**src/rtl/alu_seq_pkg.sv**
```systemverilog
// Shared types and constants for the RV32I multi-cycle sequencing controller.
package alu_seq_pkg;

    typedef enum logic [2:0] {
        StIdle,
        StFetch,
        StDecode,
        StExec,
        StMem,
        StWb,
        StTrap
    } state_e;

    // Instruction class latched in DECODE so later states need not look at the opcode.
    typedef enum logic [2:0] {
        ClsR,
        ClsI,
        ClsLoad,
        ClsStore,
        ClsBranch,
        ClsJal
    } cls_e;

    localparam logic [6:0] OPC_R      = 7'b0110011;
    localparam logic [6:0] OPC_I      = 7'b0010011;
    localparam logic [6:0] OPC_LOAD   = 7'b0000011;
    localparam logic [6:0] OPC_STORE  = 7'b0100011;
    localparam logic [6:0] OPC_BRANCH = 7'b1100011;
    localparam logic [6:0] OPC_JAL    = 7'b1101111;

    localparam logic [1:0] ALUOP_ADD   = 2'b00;
    localparam logic [1:0] ALUOP_BR    = 2'b01;
    localparam logic [1:0] ALUOP_FUNCT = 2'b10;

    localparam logic [1:0] CAUSE_NONE    = 2'b00;
    localparam logic [1:0] CAUSE_ILLEGAL = 2'b01;
    localparam logic [1:0] CAUSE_IMEM_TO = 2'b10;
    localparam logic [1:0] CAUSE_DMEM_TO = 2'b11;

    typedef struct packed {
        logic legal;
        cls_e cls;
    } dec_t;

    function automatic dec_t decode_opcode(input logic [6:0] opc);
        dec_t d;
        d.legal = 1'b1;
        d.cls   = ClsR;
        case (opc)
            OPC_R:      d.cls = ClsR;
            OPC_I:      d.cls = ClsI;
            OPC_LOAD:   d.cls = ClsLoad;
            OPC_STORE:  d.cls = ClsStore;
            OPC_BRANCH: d.cls = ClsBranch;
            OPC_JAL:    d.cls = ClsJal;
            default:    d.legal = 1'b0;
        endcase
        return d;
    endfunction

endpackage

```
**src/rtl/alu_seq_ctrl_if.sv**
```systemverilog
// Control/handshake bundle between the sequencer and the memories/datapath.
// master: the sequencer; slave: the surrounding datapath and memories.
interface alu_seq_ctrl_if;

    logic       start;
    logic [6:0] opcode;
    logic       zero;
    logic       imem_ready;
    logic       dmem_ready;
    logic       imem_req;
    logic       ir_write;
    logic [1:0] ALUOp;
    logic       ALUSrc;
    logic       mem_read;
    logic       mem_write;
    logic       mem_to_reg;
    logic       reg_write;
    logic       pc_write;
    logic       pc_src;
    logic       busy;
    logic       trap;
    logic [1:0] trap_cause;

    modport master (
        input  start, opcode, zero, imem_ready, dmem_ready,
        output imem_req, ir_write, ALUOp, ALUSrc, mem_read, mem_write, mem_to_reg,
               reg_write, pc_write, pc_src, busy, trap, trap_cause
    );

    modport slave (
        output start, opcode, zero, imem_ready, dmem_ready,
        input  imem_req, ir_write, ALUOp, ALUSrc, mem_read, mem_write, mem_to_reg,
               reg_write, pc_write, pc_src, busy, trap, trap_cause
    );

endinterface

```
**src/rtl/alu_seq_wait_timer.sv**
```systemverilog
// Saturating wait-cycle counter shared by the FETCH and MEM handshakes.
module alu_seq_wait_timer #(
    parameter int unsigned WaitMax = 255,
    parameter int unsigned WaitW   = 8
) (
    input  logic clk_i,
    input  logic rst_ni,
    input  logic clear_i,
    input  logic en_i,
    output logic sat_hit_o
);

    logic [WaitW-1:0] cnt_q, cnt_d;

    // Next count: clear wins, otherwise count up and hold at WaitMax.
    always_comb begin
        cnt_d = cnt_q;
        if (clear_i) begin
            cnt_d = '0;
        end else if (en_i && (cnt_q != WaitW'(WaitMax))) begin
            cnt_d = cnt_q + WaitW'(1);
        end
    end

    // Counter register with synchronous reset.
    always_ff @(posedge clk_i) begin
        if (!rst_ni) begin
            cnt_q <= '0;
        end else begin
            cnt_q <= cnt_d;
        end
    end

    // High during the WaitMax-th consecutive un-acknowledged cycle.
    assign sat_hit_o = (cnt_q >= WaitW'(WaitMax - 1));

endmodule

```
**src/rtl/alu_seq_ctrl.sv**
```systemverilog
// Multi-cycle RV32I control sequencer around the ALU/regfile/PC datapath.
// Optional macro ALU_SEQ_PERF_CNT_EN adds cycle_cnt/instret_cnt performance counters.
module alu_seq_ctrl
    import alu_seq_pkg::*;
#(
    parameter int unsigned WAIT_MAX = 255,
    parameter int unsigned WAIT_W   = 8
) (
    input  logic          clk,
    input  logic          rst_n,
    alu_seq_ctrl_if.master bus
`ifdef ALU_SEQ_PERF_CNT_EN
    ,
    output logic [31:0]   cycle_cnt,
    output logic [31:0]   instret_cnt
`endif
);

    state_e     state_q, state_d;
    cls_e       cls_q, cls_d;
    logic [1:0] cause_q, cause_d;
    logic       waiting;
    logic       sat_hit;
    dec_t       dec;

    logic       imem_req, ir_write, alu_src, mem_read, mem_write, mem_to_reg;
    logic       reg_write, pc_write, pc_src, busy, trap;
    logic [1:0] alu_op;

    assign dec = decode_opcode(bus.opcode);

    // A handshake cycle without acknowledge advances the timer; anything else clears it.
    assign waiting = ((state_q == StFetch) && !bus.imem_ready) ||
                     ((state_q == StMem) && !bus.dmem_ready);

    alu_seq_wait_timer #(
        .WaitMax (WAIT_MAX),
        .WaitW   (WAIT_W)
    ) u_wait_timer (
        .clk_i     (clk),
        .rst_ni    (rst_n),
        .clear_i   (!waiting),
        .en_i      (waiting),
        .sat_hit_o (sat_hit)
    );

    // Next-state and strobe decode; only ir_write, pc_src and the MEM handshake look at inputs.
    always_comb begin
        state_d    = state_q;
        cls_d      = cls_q;
        cause_d    = cause_q;
        imem_req   = 1'b0;
        ir_write   = 1'b0;
        alu_op     = ALUOP_ADD;
        alu_src    = 1'b0;
        mem_read   = 1'b0;
        mem_write  = 1'b0;
        mem_to_reg = 1'b0;
        reg_write  = 1'b0;
        pc_write   = 1'b0;
        pc_src     = 1'b0;
        busy       = 1'b1;
        trap       = 1'b0;
        case (state_q)
            StIdle: begin
                busy = 1'b0;
                if (bus.start) state_d = StFetch;
            end
            StFetch: begin
                imem_req = 1'b1;
                if (bus.imem_ready) begin
                    ir_write = 1'b1;
                    state_d  = StDecode;
                end else if (sat_hit) begin
                    state_d = StTrap;
                    cause_d = CAUSE_IMEM_TO;
                end
            end
            StDecode: begin
                if (dec.legal) begin
                    cls_d   = dec.cls;
                    state_d = StExec;
                end else begin
                    state_d = StTrap;
                    cause_d = CAUSE_ILLEGAL;
                end
            end
            StExec: begin
                case (cls_q)
                    ClsI: begin
                        alu_op  = ALUOP_FUNCT;
                        alu_src = 1'b1;
                        state_d = StWb;
                    end
                    ClsLoad, ClsStore: begin
                        alu_src = 1'b1;
                        state_d = StMem;
                    end
                    ClsBranch: begin
                        alu_op   = ALUOP_BR;
                        pc_write = 1'b1;
                        pc_src   = bus.zero;
                        state_d  = StFetch;
                    end
                    ClsJal: begin
                        pc_write  = 1'b1;
                        pc_src    = 1'b1;
                        reg_write = 1'b1;
                        state_d   = StFetch;
                    end
                    default: begin
                        alu_op  = ALUOP_FUNCT;
                        state_d = StWb;
                    end
                endcase
            end
            StMem: begin
                alu_src   = 1'b1;
                mem_read  = (cls_q == ClsLoad);
                mem_write = (cls_q == ClsStore);
                if (bus.dmem_ready) begin
                    if (cls_q == ClsLoad) begin
                        state_d = StWb;
                    end else begin
                        // Store retires here, so its single PC update happens on the ack.
                        pc_write = 1'b1;
                        state_d  = StFetch;
                    end
                end else if (sat_hit) begin
                    state_d = StTrap;
                    cause_d = CAUSE_DMEM_TO;
                end
            end
            StWb: begin
                alu_op     = (cls_q == ClsLoad) ? ALUOP_ADD : ALUOP_FUNCT;
                alu_src    = (cls_q != ClsR);
                mem_to_reg = (cls_q == ClsLoad);
                reg_write  = 1'b1;
                pc_write   = 1'b1;
                state_d    = StFetch;
            end
            StTrap: begin
                busy = 1'b0;
                trap = 1'b1;
            end
            default: begin
                busy    = 1'b0;
                state_d = StIdle;
            end
        endcase
    end

    // State, instruction class and trap cause registers.
    always_ff @(posedge clk) begin
        if (!rst_n) begin
            state_q <= StIdle;
            cls_q   <= ClsR;
            cause_q <= CAUSE_NONE;
        end else begin
            state_q <= state_d;
            cls_q   <= cls_d;
            cause_q <= cause_d;
        end
    end

    assign bus.imem_req   = imem_req;
    assign bus.ir_write   = ir_write;
    assign bus.ALUOp      = alu_op;
    assign bus.ALUSrc     = alu_src;
    assign bus.mem_read   = mem_read;
    assign bus.mem_write  = mem_write;
    assign bus.mem_to_reg = mem_to_reg;
    assign bus.reg_write  = reg_write;
    assign bus.pc_write   = pc_write;
    assign bus.pc_src     = pc_src;
    assign bus.busy       = busy;
    assign bus.trap       = trap;
    assign bus.trap_cause = cause_q;

`ifdef ALU_SEQ_PERF_CNT_EN
    logic [31:0] cycle_q, cycle_d, instret_q, instret_d;

    // Free-running busy-cycle and retired-instruction counts, wrapping at 2^32.
    always_comb begin
        cycle_d   = cycle_q + (busy ? 32'd1 : 32'd0);
        instret_d = instret_q + (pc_write ? 32'd1 : 32'd0);
    end

    // Performance counter registers.
    always_ff @(posedge clk) begin
        if (!rst_n) begin
            cycle_q   <= '0;
            instret_q <= '0;
        end else begin
            cycle_q   <= cycle_d;
            instret_q <= instret_d;
        end
    end

    assign cycle_cnt   = cycle_q;
    assign instret_cnt = instret_q;
`endif

endmodule

```
**src/flat_wrapper.sv**
```systemverilog
// flat-port wrapper written by rule: the top's interface ports become plain ports
module alu_seq_ctrl_flat import alu_seq_pkg::*;
#(
    parameter int unsigned WAIT_MAX = 255,
    parameter int unsigned WAIT_W   = 8
)
  (clk, rst_n, bus_start, bus_opcode, bus_zero, bus_imem_ready, bus_dmem_ready, bus_imem_req, bus_ir_write, bus_ALUOp, bus_ALUSrc, bus_mem_read, bus_mem_write, bus_mem_to_reg, bus_reg_write, bus_pc_write, bus_pc_src, bus_busy, bus_trap, bus_trap_cause);
  alu_seq_ctrl_if bus_i ();
  input  logic clk;
  input  logic rst_n;
  input wire logic [$bits(bus_i.start)-1:0] bus_start;
  input wire logic [$bits(bus_i.opcode)-1:0] bus_opcode;
  input wire logic [$bits(bus_i.zero)-1:0] bus_zero;
  input wire logic [$bits(bus_i.imem_ready)-1:0] bus_imem_ready;
  input wire logic [$bits(bus_i.dmem_ready)-1:0] bus_dmem_ready;
  output wire logic [$bits(bus_i.imem_req)-1:0] bus_imem_req;
  output wire logic [$bits(bus_i.ir_write)-1:0] bus_ir_write;
  output wire logic [$bits(bus_i.ALUOp)-1:0] bus_ALUOp;
  output wire logic [$bits(bus_i.ALUSrc)-1:0] bus_ALUSrc;
  output wire logic [$bits(bus_i.mem_read)-1:0] bus_mem_read;
  output wire logic [$bits(bus_i.mem_write)-1:0] bus_mem_write;
  output wire logic [$bits(bus_i.mem_to_reg)-1:0] bus_mem_to_reg;
  output wire logic [$bits(bus_i.reg_write)-1:0] bus_reg_write;
  output wire logic [$bits(bus_i.pc_write)-1:0] bus_pc_write;
  output wire logic [$bits(bus_i.pc_src)-1:0] bus_pc_src;
  output wire logic [$bits(bus_i.busy)-1:0] bus_busy;
  output wire logic [$bits(bus_i.trap)-1:0] bus_trap;
  output wire logic [$bits(bus_i.trap_cause)-1:0] bus_trap_cause;
  assign bus_i.start = bus_start;
  assign bus_i.opcode = bus_opcode;
  assign bus_i.zero = bus_zero;
  assign bus_i.imem_ready = bus_imem_ready;
  assign bus_i.dmem_ready = bus_dmem_ready;
  assign bus_imem_req = bus_i.imem_req;
  assign bus_ir_write = bus_i.ir_write;
  assign bus_ALUOp = bus_i.ALUOp;
  assign bus_ALUSrc = bus_i.ALUSrc;
  assign bus_mem_read = bus_i.mem_read;
  assign bus_mem_write = bus_i.mem_write;
  assign bus_mem_to_reg = bus_i.mem_to_reg;
  assign bus_reg_write = bus_i.reg_write;
  assign bus_pc_write = bus_i.pc_write;
  assign bus_pc_src = bus_i.pc_src;
  assign bus_busy = bus_i.busy;
  assign bus_trap = bus_i.trap;
  assign bus_trap_cause = bus_i.trap_cause;
  alu_seq_ctrl #(.WAIT_MAX(WAIT_MAX), .WAIT_W(WAIT_W)) u_core (.clk(clk), .rst_n(rst_n), .bus(bus_i));
endmodule
```
**config.mk**
```make
export PLATFORM = sky130hd
export DESIGN_NAME = alu_seq_ctrl_flat
export DESIGN_NICKNAME = d
export VERILOG_FILES = /design/src/rtl/alu_seq_pkg.sv /design/src/rtl/alu_seq_ctrl_if.sv /design/src/rtl/alu_seq_wait_timer.sv /design/src/rtl/alu_seq_ctrl.sv /design/src/flat_wrapper.sv
export SDC_FILE = /design/constraint.sdc
export NUM_CORES = 1
export LEC_CHECK = 0
export CAP_MARGIN = 10
export CORE_MARGIN = 2
export CORE_UTILIZATION = 43
export CTS_CLUSTER_DIAMETER = 200
export CTS_CLUSTER_SIZE = 24
export DETAILED_ROUTE_END_ITERATION = 10
export HOLD_SLACK_MARGIN = 0.1
export PLACE_DENSITY_LB_ADDON = 0.2
export REMOVE_ABC_BUFFERS = 1
export SKIP_CTS_REPAIR_TIMING = 1
export SLEW_MARGIN = 25
export SYNTH_ARGS = -nofsm -noshare
export SYNTH_HDL_FRONTEND = slang
export SYNTH_SLANG_ARGS = --single-unit
```
**constraint.sdc**
```tcl
create_clock -name clk -period 1.6 [get_ports clk]
set_input_delay 0.32 -clock clk [delete_from_list [all_inputs] [get_ports clk]]
set_output_delay 0.32 -clock clk [all_outputs]
set_load 0.03 [all_outputs]
```
Word-level counts from Yosys, hierarchy flattened
Index checks and enable logic that the tools add are counted.
- logic and storage cells: 87
- flip-flop bits (word level): 16
- output and inout port bits: 15
- input port bits: 13
- reduce and logical (&&, ||, !) cells: 19
- bitwise logic cells: 1
- equal/unequal tests: 24
- add/sub/neg operators: 1
- multiplexer cells: 37
- $lt $le $gt $ge: 1
- operators by type and width (cell ; number):
    one-hot mux 3 bit (7 select lines) ; 1
    two-way mux 3 bit ; 6
    == test 3 bit, second input constant ; 5
    two-way mux 1 bit ; 15
    one-hot mux 3 bit (5 select lines) ; 1
    == test 7 x 6 -> 1 bit, second input constant ; 2
    == test 7 bit, second input constant ; 2
    == test 3 x 2 -> 1 bit, second input constant ; 4
    two-way mux 2 bit ; 6
    adder 8 x 1 -> 8 bit, second input constant ; 1
    greater-or-equal comparator 8 bit, second input constant ; 1
    != test 2 bit, second input constant ; 4
    != test 8 bit, second input constant ; 1
    one-hot mux 2 bit (2 select lines) ; 2
    == test 7 x 2 -> 1 bit, second input constant ; 1
    == test 7 x 5 -> 1 bit, second input constant ; 1
    == test 3 x 1 -> 1 bit, second input constant ; 2
    one-hot mux 1 bit (3 select lines) ; 2
    one-hot mux 2 bit (3 select lines) ; 1
    one-hot mux 3 bit (2 select lines) ; 1
    AND reduction 2 bit ; 3
    AND reduction 6 bit ; 1
    nonzero test 3 bit ; 2
    OR reduction 3 bit ; 2
    other kinds (10) ; 16

Longest topological paths before layout
Gate-level depths: netlist (run 1).
- word-level depth: 5
- depth in mapped cells: 7
- mapped depth without buffers: 7

Cells and area by module
Synthesis (run 1) repeated with hierarchy kept, for this count alone.
- cell total of the unflattened synthesis: 161
- area total of the unflattened synthesis: 1258.7 µm²
- by module, submodules not included (module ; instances ; area an instance (µm²) ; cells an instance ; seq. area each (µm²)):
    alu_seq_ctrl ; 1 ; 783.3 ; 108 ; 160.2
    alu_seq_wait_timer ; 1 ; 475.5 ; 53 ; 160.2

Least setup slack after synthesis (run 1)
OpenSTA, ideal clock, no wires.
- kind: reg-to-output
- from: register u_core.state_q[2]
- to: output port bus_mem_read
- setup slack: -0.531 ns
- buffers on the path: 1
- required time: 1.280 ns
- cell stages (with the launch flop): 4
- arrival time: 1.811 ns
- cell sequence: dfxtp_1 > clkbuf_1 > nand2_1 > nor4_1
- longest elaborated chain between the ends: 2
- ends and longest elaborated chain (item ; line ; source):
    from (decl) ; alu_seq_ctrl.sv:19 ; state_e state_q, state_d;
    from (signal assigned) ; alu_seq_ctrl.sv:156 ; state_q <= StIdle;
    from (signal assigned) ; alu_seq_ctrl.sv:160 ; state_q <= state_d;
    == test 3 bit ; alu_seq_ctrl.sv:64 ; case (state_q)
    two-way mux 1 bit ; alu_seq_ctrl.sv:64 ;
    to (decl) ; flat_wrapper.sv:20 ; output wire logic [$bits(bus_i.mem_read)-1:0] bus_mem_read;
Every way passes these cells.

Final worst setup path (run 1)
- from: register u_core.state_q[0]
- to: output port bus_ALUSrc
- longest elaborated chain between the ends: 2
- elaborated cells on any way between the ends: 4
- classes of those cells: eq/ne: 3; mux: 1
- ends and longest elaborated chain (item ; line ; source):
    == test 3 bit or == test 3 x 2 -> 1 bit (tied branches) ; alu_seq_ctrl.sv:64 ;
    one-hot mux 1 bit (3 select lines) * ; alu_seq_ctrl.sv:64 ;
    to (decl) ; flat_wrapper.sv:19 ; output wire logic [$bits(bus_i.ALUSrc)-1:0] bus_ALUSrc;
Every way passes the cells marked *; elsewhere a longest branch is shown, timed or not.

==> out/qor.yml, run 1 <==
outcome:
  status: "finished with violations"
  violations: "setup timing"
setup_path:
  worstSetupEndpointType: "output pin"
  rr_worst_depth: 5
  crit_type: "flop to output pin"
  worstReg2RegEnd: "u_core.cls_q[1]"
  crit-reg2reg-launch: "u_core.state_q[1]"
  rrSetupSlack_ns: -0.05
  arrival_ns: 1.42
  worstPathRequired_ns: 1.28
  critPathLaunchType: "flop"
  worst-path-max-fanout: 8
finish:
  multi_input_area_um2: 921
  regArea_um2: 338
  fillers: 187
  finalNetCount: 223
  finalInstanceArea_mm2: 0.00183
  n_antenna_cell: 0
  syn2layout_area_growth_pct: 64.9
  stdcell_count: 237
  drive_gt1_share_pct: 41.1
detailed_routing:
  ant_nets: 0
  vias: 1308
  totalWireLength_um: 3470
  wl_per_cell_um: 14.6
  post-route-drc-count: 0
  first_pass_iters: 4
  avgViaCountPerCell: 5.52
  first_iter_violations: 19
logic_synthesis:
  syn-cell-area_mm2: 0.00111
  synth_area_leaders: "dfxtp_1, nor2_1, nand2_1"
  synth_edf_count: 0
  yosys.area_share.simple_pct: 41.7
  yosysMostFrequentCell: "nor2_1"
  synth_top_cells_by_count: "nor2_1, nand2_1, dfxtp_1"
  yosys_warnings: 0
  synth.area.mux_share_pct: 0
  synth_top_cell_area_share_pct: 28.9
  synth_cell_type_count: 40
  async_flop_share_pct: 0
  synth_xor_area_share_pct: 5.54
  synthCells: 154
  syn_area_per_cell_um2: 7.19
  ys_ff_latch: 16
  synth_fa_ha_area_share_pct: 2.26
  synth_flop_cell: "dfxtp_1"
  synth_top_family_by_area: "simple AND/OR/NAND/NOR gates"
  yosysSeqAreaShare_pct: 28.9
  synth_area_leader_cell: "dfxtp_1"
  synth_compound_area_share_pct: 17.6
floorplanning:
  core_area_mm2: 0.00245
  initial_core_util_pct: 45.1
  io_pins: 28
  die_x_um: 54.7
  die_h_um: 54.7
  fp.dieArea_mm2: 0.00300
  row_count: 18
placement:
  place.port_buffers: 27
  post_dp_cell_area_mm2: 0.00153
  hpwlAfterDp_um: 2360
  gp_congestion: 0.761
  dp_cells: 228
timing:
  finalHoldViolCount: 0
  period_needed_ns: 1.74
  setup_ws_ns: -0.145
  max_slew_margin_pct: 78.4
  rsz0062_at_grt: "yes"
  post-route-period-util_pct: 109
  clock.fmax_mhz: 573
  worstMarginPinSlew_ns: 0.323
  slew_violations: 0
  setup_violations: 13
  clock_skew_ns: 0.00450
clock_network:
  cts_max_path_buffers: 2
  numClockSinks: 16
  clk-insertion-delay-late_ns: 0.29
  cts_buffers: 3
  htree_levels: 1
  cts-root-buf: "clkbuf_4"
  cts_tree: "built"
  clk_pin_slew_ns: 0.10
global_route:
  grt_overflow_total: 0
  gr-usage-met1_pct: 22.7
  antenna_found_initial: 0
  grt_pass1_wl_um: 4700
  met3_usage_pct: 2.73
  grt_max_degree: 12
  grt_pass1_vias: 1170
  gr-usage-all-layers_pct: 21.6
  grtUsageMet2_pct: 40.1
  grt_most_used_layer: "met2"
power:
  cellPowerDensity_mw_per_mm2: 526
  peakVddDrop_uv: 425
  power_leakage_nw: 0.729
min_path:
  holdPathEnd: "u_core.bus.trap_cause[1]"
  hold_start: "u_core.bus.trap_cause[1]"
  hp-class: "flop to flop"
  whs_path_depth: 2
run:
  maxCapViolations: 0
-- report_power, final --
group / total (W) / internal (W) / switching, W
registers: 0.000412 / 0.000401 / 0.0000109
clock network: 0.000274 / 0.000139 / 0.000136
logic: 0.000275 / 0.000135 / 0.000140
-- metal layers --
| layer | wire length (um) | part of all wire [%] |
|---|---|---|
| met4 | 72 | 2.1 |
| met2 | 1890 | 54 |
| met3 | 93 | 2.7 |
| met1 | 1410 | 41 |
| met5 | 0 | 0 |
-- state kept, by name, indices dropped and copies added (netlist names) --
| signal | flops |
|---|---|
| u_core.bus.trap_cause | 2 |
| u_core.u_wait_timer.cnt_q | 8 |
| u_core.cls_q | 3 |
| u_core.state_q | 3 |
-- cell families after synthesis --
group | Yosys count
AO/OA/AOI/OAI | 29
AND/OR/NAND/NOR | 89
XOR/XNOR | 7
adder cells (fa/ha/maj) | 2
buffers and inverters | 11
flip-flops | 16
-- placed cells by master, fill, tap and decap left out, drive strengths merged, types with 3 or more instances in the layout --
| master | synthesis | final |
|---|---|---|
| nor2 | 21 | 21 |
| a21boi | 3 | 3 |
| nand2 | 18 | 18 |
| xor2 | 4 | 4 |
| o21ai | 6 | 6 |
| clkdlybuf4s50 | 0 | 12 |
| clkbuf | 5 | 4 |
| nand4 | 4 | 4 |
| xnor2 | 3 | 3 |
| nor2b | 4 | 4 |
| or2 | 3 | 3 |
| nand3 | 7 | 7 |
| nor3 | 9 | 9 |
| and2 | 4 | 4 |
| dfxtp | 16 | 16 |
| or3b | 3 | 3 |
| buf | 1 | 41 |
| inv | 5 | 5 |
| a21oi | 7 | 7 |
| nand2b | 5 | 5 |
-- worst max-delay path by stage --
stage / start / to / slack, ns
after floorplan: u_core.state_q[1] / bus_ALUSrc / -0.43
after global placement: bus_opcode[4] / u_core.bus.trap_cause[0] / -0.34
after detailed placement: bus_opcode[4] / u_core.bus.trap_cause[0] / -0.39
after CTS: u_core.state_q[1] / bus_ALUSrc / -0.36
after global routing: u_core.state_q[0] / bus_ALUSrc / -0.21
final: u_core.state_q[0] / bus_ALUSrc / -0.14
-- critical path: stages (launching register included) --
cell     delay (ns)
dfxtp_2        0.38
buf_4          0.18
nor4b_2        0.26
o32ai_2        0.13
buf_4          0.18
-- cell type report --
cell class | instances | share of cell area [%]
multi-input combinational | 127 | 50.4
inverter | 5 | 1.17
tap | 30 | 2.06
sequential | 16 | 18.5
clock buffer | 4 | 1.99
timing repair buffer | 55 | 25.8
-- through the flow --
stage          power, W  hold slack [ns]  setup WS [ns]  utilization [%]  setup TNS, ns
2_1_floorplan  0.000527            0.434         -0.426                -          -2.76
4_1_cts        0.000913            0.509         -0.361             63.8          -3.32
3_5_place_dp   0.000644            0.493         -0.388             62.3          -3.65
5_1_grt        0.000996            0.558         -0.207             74.4          -1.57
6_report       0.000961            0.527         -0.145             74.4         -0.671
3_3_place_gp   0.000639            0.488         -0.339             62.3          -3.04
(Power assumes the default switching activity.)
==> run 2, diff against run 1 <==
CORE_UTILIZATION = 52   (was 43)
clock period = 2.1 ns   (was 1.6 ns; I/O delays follow)
==> out/qor.yml, run 2 (synthesized netlist as in run 1, its figures left out) <==
floorplanning:
  initial_core_util_pct: 55.9
  die_x_um: 50.1
  die_h_um: 50.1
  core_area_mm2: 0.00198
  fp.dieArea_mm2: 0.00251
  row_count: 16
  io_pins: 28
timing:
  worstMarginPinSlew_ns: 0.543
  clock.fmax_mhz: 504
  max_slew_margin_pct: 63.4
  period_needed_ns: 1.98
  post-route-period-util_pct: 94.5
  slew_violations: 0
  setup_ws_ns: 0.116
  finalHoldViolCount: 0
  hold_ws_ns: 0.497
  clock_skew_ns: 0.00116
  setup_violations: 0
placement:
  hpwlAfterDp_um: 2170
  pre_cts_ws_ns: 0.0538
  place.port_buffers: 27
  dp_cells: 206
  gp_congestion: 0.902
clock_network:
  cts_tree: "built"
  cts_buffers: 3
  cts_max_path_buffers: 2
  clk_pin_slew_ns: 0.10
  cts-root-buf: "clkbuf_4"
  numClockSinks: 16
  htree_levels: 1
  clk-insertion-delay-late_ns: 0.29
setup_path:
  slowest_stage: "dfxtp_4"
  cp_common_cell: "buf_4"
  max_stage_delay_ns: 0.41
  critPathLaunchType: "flop"
  critPathCapture: "bus_mem_read"
  crit-reg2reg-launch: "u_core.state_q[2]"
  rrSetupSlack_ns: 0.35
  critPathTopFamily: "simple AND/OR/NAND/NOR gates"
  worstSetupEndpointType: "output pin"
  worst-path-max-fanout: 13
  arrival_ns: 1.56
  worstReg2RegEnd: "u_core.u_wait_timer.cnt_q[1]"
  crit_chain: "inv_1 -> buf_4 -> nand2_1 -> nor4_1 -> buf_4"
  startpoint: "u_core.state_q[1]"
  rr_worst_depth: 5
  critPathBufInv: 3
  crit_type: "flop to output pin"
  worstPathRequired_ns: 1.68
  cp_num_cells: 5
finish:
  finalNetCount: 199
  largest_reg_flops: 8
  drive_gt1_share_pct: 15.8
  final_common_cell: "nor2_1"
  n_antenna_cell: 0
  reg_top3: "u_core.u_wait_timer.cnt_q (8), u_core.cls_q (3), u_core.state_q (3)"
  stdcell_count: 210
  layout_common_cells: "nor2_1, nand2_1, clkdlybuf4s50_1"
  fillers: 153
  syn2layout_area_growth_pct: 31.6
  top_register: "u_core.u_wait_timer.cnt_q"
global_route:
  grt_overflow_total: 0
  gr-usage-all-layers_pct: 26.1
  antenna_found_initial: 0
  grt_pass1_wl_um: 5220
  grt_pass1_vias: 1135
  grt_max_degree: 16
detailed_routing:
  first_iter_violations: 36
  avgViaCountPerCell: 5.67
  first_pass_iters: 4
  wl_per_cell_um: 14.0
  ant_nets: 0
  vias: 1190
  totalWireLength_um: 2940
  post-route-drc-count: 0
power:
  power_leakage_nw: 0.603
  peakVddDrop_uv: 349
  cellPowerDensity_mw_per_mm2: 464
run:
  maxCapViolations: 0
min_path:
  hp-class: "flop to flop"
outcome:
  status: "finished, final reports clean"
==> run 2: final cells by class <==
cell class / count / area, um^2 / share of cell area, %
Clock buffer: 4 / 36.3 / 2.49
Inverter: 5 / 18.8 / 1.29
Multi-Input combinational cell: 127 / 754 / 51.8
Sequential cell: 16 / 327 / 22.4
Tap cell: 27 / 33.8 / 2.32
Timing Repair Buffer: 31 / 288 / 19.7
==> run 2: stage by stage <==
step | setup TNS, ns | cell area, um^2 | util, % | total power, W
floorplan | -0.0565 | 1080 | - | 0.000401
global placement | 0 | 1390 | 70.3 | 0.000463
detailed placement | 0 | 1390 | 70.3 | 0.000468
CTS | -1.27 | 1430 | 72.2 | 0.000674
global route | -0.000868 | 1460 | 73.5 | 0.000702
finish | 0 | 1460 | 73.5 | 0.000677
==> run 2: worst min path at each step <==
stage | startpoint | to | slack (ns) | cells past startpoint
2_1_floorplan | u_core.u_wait_timer.cnt_q[7] | u_core.u_wait_timer.cnt_q[7] | 0.48 | 2
3_3_place_gp | u_core.bus.trap_cause[1] | u_core.bus.trap_cause[1] | 0.48 | 2
3_5_place_dp | u_core.bus.trap_cause[1] | u_core.bus.trap_cause[1] | 0.48 | 2
4_1_cts | u_core.bus.trap_cause[1] | u_core.bus.trap_cause[1] | 0.50 | 2
5_1_grt | u_core.bus.trap_cause[0] | u_core.bus.trap_cause[0] | 0.54 | 1
6_report | u_core.bus.trap_cause[1] | u_core.bus.trap_cause[1] | 0.50 | 2
==> run 2: worst reg2reg max path, stage by stage (launching register included) <==
cell      delay (ns)
dfxtp_2         0.45
buf_4           0.19
or3b_1          0.37
a21oi_2         0.22
nand2_1         0.23
a211oi_1        0.22
==> run 2: layer usage <==
metal,vias to the layer above,part of all wire (%),track usage (%),routed length (um)
met3,8,3.6,4.17,106
met2,27,53,47.4,1550
met4,0,1.6,6.48,48
met1,550,42,31.7,1230
li1,605,-,-,-
met5,-,0,0,0
==> run 2: where the power goes <==
part / switching [W] / internal (W)
clock: 0.000107 / 0.000106
sequential: 0.00000990 / 0.000309
combinational: 0.0000792 / 0.0000657
total: 0.000196 / 0.000480
==> run 3, diff against run 2 <==
PLACE_DENSITY = 0.92   (was not set)
PLACE_DENSITY_LB_ADDON = not set   (was 0.2)
==> out/qor.yml, run 3 (synthesized netlist as in run 1, its figures left out) <==
outcome:
  status: "finished, final reports clean"
detailed_routing:
  first_pass_iters: 4
  wl_per_cell_um: 13.7
  avgViaCountPerCell: 5.82
  ant_nets: 0
  vias: 1239
  first_iter_violations: 56
  post-route-drc-count: 0
  totalWireLength_um: 2910
finish:
  final_common_cell: "nor2_1"
  top_register: "u_core.u_wait_timer.cnt_q"
  n_antenna_cell: 0
  finalNetCount: 202
  largest_reg_flops: 8
  layout_common_cells: "nor2_1, nand2_1, buf_4"
  syn2layout_area_growth_pct: 33.2
  finalInstanceArea_mm2: 0.00148
  stdcell_count: 213
  drive_gt1_share_pct: 16.1
  fillers: 152
  post-route-util_pct: 74.4
  reg_top3: "u_core.u_wait_timer.cnt_q (8), u_core.cls_q (3), u_core.state_q (3)"
timing:
  clock_skew_ns: 0.00229
  period_needed_ns: 1.98
  finalHoldViolCount: 0
  clock.fmax_mhz: 505
  rsz0062_at_grt: "no"
  worstMarginPinSlew_ns: 0.501
  setup_ws_ns: 0.121
  setup_violations: 0
  slew_violations: 0
  max_slew_margin_pct: 66.2
  post-route-period-util_pct: 94.2
placement:
  gp_congestion: 0.827
  pre_cts_ws_ns: 0.0583
  post_dp_cell_area_mm2: 0.00142
  dp_cells: 209
  place.port_buffers: 27
  hpwlAfterDp_um: 2230
clock_network:
  numClockSinks: 16
  cts_buffers: 3
  htree_levels: 1
  clk-insertion-delay-late_ns: 0.29
  cts_tree: "built"
  cts-root-buf: "clkbuf_4"
  clk_pin_slew_ns: 0.09
  cts_max_path_buffers: 2
power:
  power_leakage_nw: 0.622
  p_comb_share_pct: 22.1
  pwr-share-seq_pct: 47.4
  switching_share_pct: 27.8
  cellPowerDensity_mw_per_mm2: 456
  p_switching_w: 0.000187
  peakVddDrop_uv: 437
  clkPwrFrac_pct: 30.4
  p_int_w: 0.000486
floorplanning:
  io_pins: 28
  die_h_um: 50.1
  row_count: 16
  core_area_mm2: 0.00198
  fp.dieArea_mm2: 0.00251
  die_x_um: 50.1
  initial_core_util_pct: 55.9
global_route:
  gr-usage-all-layers_pct: 25.1
  grt_most_used_layer: "met2"
  grt_max_degree: 14
  grtUsageMet2_pct: 42.8
  gr-usage-met1_pct: 30.9
  met3_usage_pct: 3.87
  grt_pass1_vias: 1157
  grt_overflow_total: 0
  antenna_found_initial: 0
  grt_pass1_wl_um: 4930
setup_path:
  arrival_ns: 1.56
  worstSetupEndpointType: "output pin"
  worstPathRequired_ns: 1.68
  crit_type: "flop to output pin"
  critPathLaunchType: "flop"
  worst-path-max-fanout: 10
min_path:
  hp-class: "flop to flop"
run:
  maxCapViolations: 0
run 3: changes by cell type in the layout (fill, tap and decap cells not counted):
cell / previous run / this run
buf_4: 13 / 16
nor2b_1: 2 / 4
nor2b_2: 2 / 0
nor4_1: 1 / 2
nor4_2: 1 / 0
nor4b_1: 1 / 0
nor4b_2: 0 / 1
run 3: worst max-delay path, cell delays in order (launching register included):
cell     delay [ns]
dfxtp_2        0.41
buf_4          0.15
buf_4          0.16
nand2_1        0.08
o32ai_1        0.25
buf_4          0.21
run 3: final cells by class:
class	instances	area (um^2)	share of cell area, %
Sequential cell	16	327	22.1
Tap cell	27	33.8	2.29
Clock buffer	4	36.3	2.46
Timing Repair Buffer	34	310	21.0
Inverter	5	18.8	1.27
Multi-Input combinational cell	127	749	50.8
run 3: routing by layer:
metal / up-vias / share of wire [%]
met2: 48 / 50
li1: 612 / -
met4: 0 / 1.2
met5: - / 0
met3: 6 / 5.1
met1: 573 / 44
run 3: path summary, 6_finish.rpt:
kind                                                from                  endpoint  slack, ns  cells after the start
worst min-delay path            u_core.bus.trap_cause[1]  u_core.bus.trap_cause[1]       0.50                      2
worst min register to register  u_core.bus.trap_cause[1]  u_core.bus.trap_cause[1]       0.50                      2
worst max-delay path                   u_core.state_q[0]                bus_ALUSrc       0.12                      5
worst max register to register         u_core.state_q[2]  u_core.bus.trap_cause[0]       0.30                      6
run 3: power groups by stage:
stage	clock, W	combinational [W]	sequential [W]
6_report	0.000205	0.000149	0.000319
5_1_grt	0.000219	0.000163	0.000321
4_1_cts	0.000206	0.000148	0.000319
3_5_place_dp	0	0.000147	0.000326
3_3_place_gp	0	0.000143	0.000326
2_1_floorplan	0	0.0000715	0.000330
run 3: stage by stage:
| step | total power (W) | hold slack, ns | TNS [ns] |
|---|---|---|---|
| 6_report | 0.000673 | 0.501 | 0 |
| 5_1_grt | 0.000703 | 0.535 | 0 |
| 4_1_cts | 0.000672 | 0.511 | -0.664 |
| 3_5_place_dp | 0.000473 | 0.496 | 0 |
| 3_3_place_gp | 0.000468 | 0.474 | 0 |
| 2_1_floorplan | 0.000401 | 0.480 | -0.0565 |
==> edit (config.mk and constraints of run 1) <==
The 7 states of `state_e` get a one-hot encoding in 7 bits.
--- a/src/rtl/alu_seq_pkg.sv
+++ b/src/rtl/alu_seq_pkg.sv
@@ -1,14 +1,14 @@
 // Shared types and constants for the RV32I multi-cycle sequencing controller.
 package alu_seq_pkg;
 
-    typedef enum logic [2:0] {
-        StIdle,
-        StFetch,
-        StDecode,
-        StExec,
-        StMem,
-        StWb,
-        StTrap
+    typedef enum logic [6:0] {
+        StIdle   = 7'b0000001,
+        StFetch  = 7'b0000010,
+        StDecode = 7'b0000100,
+        StExec   = 7'b0001000,
+        StMem    = 7'b0010000,
+        StWb     = 7'b0100000,
+        StTrap   = 7'b1000000
     } state_e;
 
     // Instruction class latched in DECODE so later states need not look at the opcode.
Behaviour: no difference found for any inputs over 10 cycles, from zero or initial values and one cycle with rst_n low; not proved beyond that.
==> edit against run 1 <==
- the flow still finishes with violations (setup timing)
- clock skew decreased by 0.00099 ns
- maximum frequency decreased by 27%
- setup slack got worse by 0.65 ns
- wire length increased by 39%
- final area increased by 21%
- cell count increased by 11%
- largest cell class unchanged
- combinational power increased by 29%
- power increased by 39%
- via count increased by 19%
- sequential cell count increased by 4
- largest power group unchanged
- area after synthesis increased by 13%
==> edit: results <==
{
  "synth_top_cells_by_count": "20 x dfxtp_1, 19 x nor2_1, 12 x nand2_1, 10 x nand3_1, 8 x o21ai_0",
  "cp_data_arrival_time_ns": 2.08,
  "layout.nets": 251,
  "hold_ws_ns": 0.462,
  "worst_r2r_path_depth": 8,
  "synthTopCellsByArea": "dfxtp_1 32%, nor2_1 5.7%, ha_1 4.0%, nand3_1 4.0%, nand2_1 3.6%",
  "clk_pin_slew_ns": 0.14,
  "rr_endpoint": "u_core.cls_q[0]",
  "fin_cells": 264,
  "setup_violations": 19,
  "clock_latency_ns": 0.35,
  "status": "finished, violations left",
  "place_hpwl_um": 2810,
  "met1_usage_pct": 29.5,
  "worstReg2RegStart": "u_core.state_q[4]",
  "via_per_inst": 5.88,
  "synthAdderAreaFrac_pct": 4.01,
  "synth_cells": 157,
  "p_switching_uw": 383,
  "r2r_slack_ns": -0.70,
  "fill_cells": 177,
  "synthDistinctLibCells": 48,
  "placedInstanceArea_um2": 1770,
  "place_congestion": 0.885,
  "grt_pass1_wl_um": 6050,
  "violations": "setup timing",
  "top_regs": "u_core.u_wait_timer.cnt_q x8, u_core.state_q x7, u_core.cls_q x3",
  "grt_pass1_vias": 1397,
  "wl_met1_um": 1930,
  "clock_skew_ns": 0.00351,
  "synthXorXnorAreaFrac_pct": 5.62,
  "final.setup.worst_slack_ns": -0.797,
  "cp_max_fo": 4
}
## edit: power by group through the flow
stage / Combinational [mW] / Clock [mW] / Sequential (mW)
6_report: 0.356 / 0.461 / 0.517
5_1_grt: 0.376 / 0.469 / 0.518
4_1_cts: 0.252 / 0.435 / 0.516
3_5_place_dp: 0.251 / 0 / 0.527
3_3_place_gp: 0.245 / 0 / 0.526
2_1_floorplan: 0.102 / 0 / 0.534
## edit: final cells by class
class	instances	area [µm²]	share of cell area (%)
Multi-Input combinational cell	126	993	44.8
Timing Repair Buffer	76	693	31.3
Sequential cell	20	412	18.6
Tap cell	31	38.8	1.75
Clock inverter	1	30.0	1.36
Inverter	7	26.3	1.19
Clock buffer	3	22.5	1.02
## edit: critical path, cell delays in order (launching register included)
cell and delay, ns:
dfxtp_2 0.35, or4_4 0.54, or2_4 0.30, buf_4 0.14, nor3_2 0.20, buf_4 0.19
## edit: through the flow
step	setup TNS, ns	setup WS [ns]	util (%)	power (mW)
after floorplan	-6.51	-0.780	-	0.635
after global placement	-6.42	-0.565	64.1	0.771
after detailed placement	-7.56	-0.637	64.1	0.778
after CTS	-10.37	-0.902	66.0	1.20
after global routing	-11.13	-0.858	80.4	1.36
final	-10.02	-0.797	80.4	1.33
## edit: worst max path at each step
stage	depth (start not counted)	startpoint	slack, ns	end
floorplan	4	u_core.state_q[2]	-0.78	bus_ir_write
global placement	6	bus_opcode[0]	-0.57	u_core.cls_q[0]
detailed placement	6	bus_opcode[0]	-0.64	u_core.cls_q[0]
CTS	6	u_core.state_q[6]	-0.90	bus_reg_write
global route	6	u_core.state_q[4]	-0.86	bus_pc_src
finish	5	u_core.state_q[4]	-0.80	bus_mem_to_reg
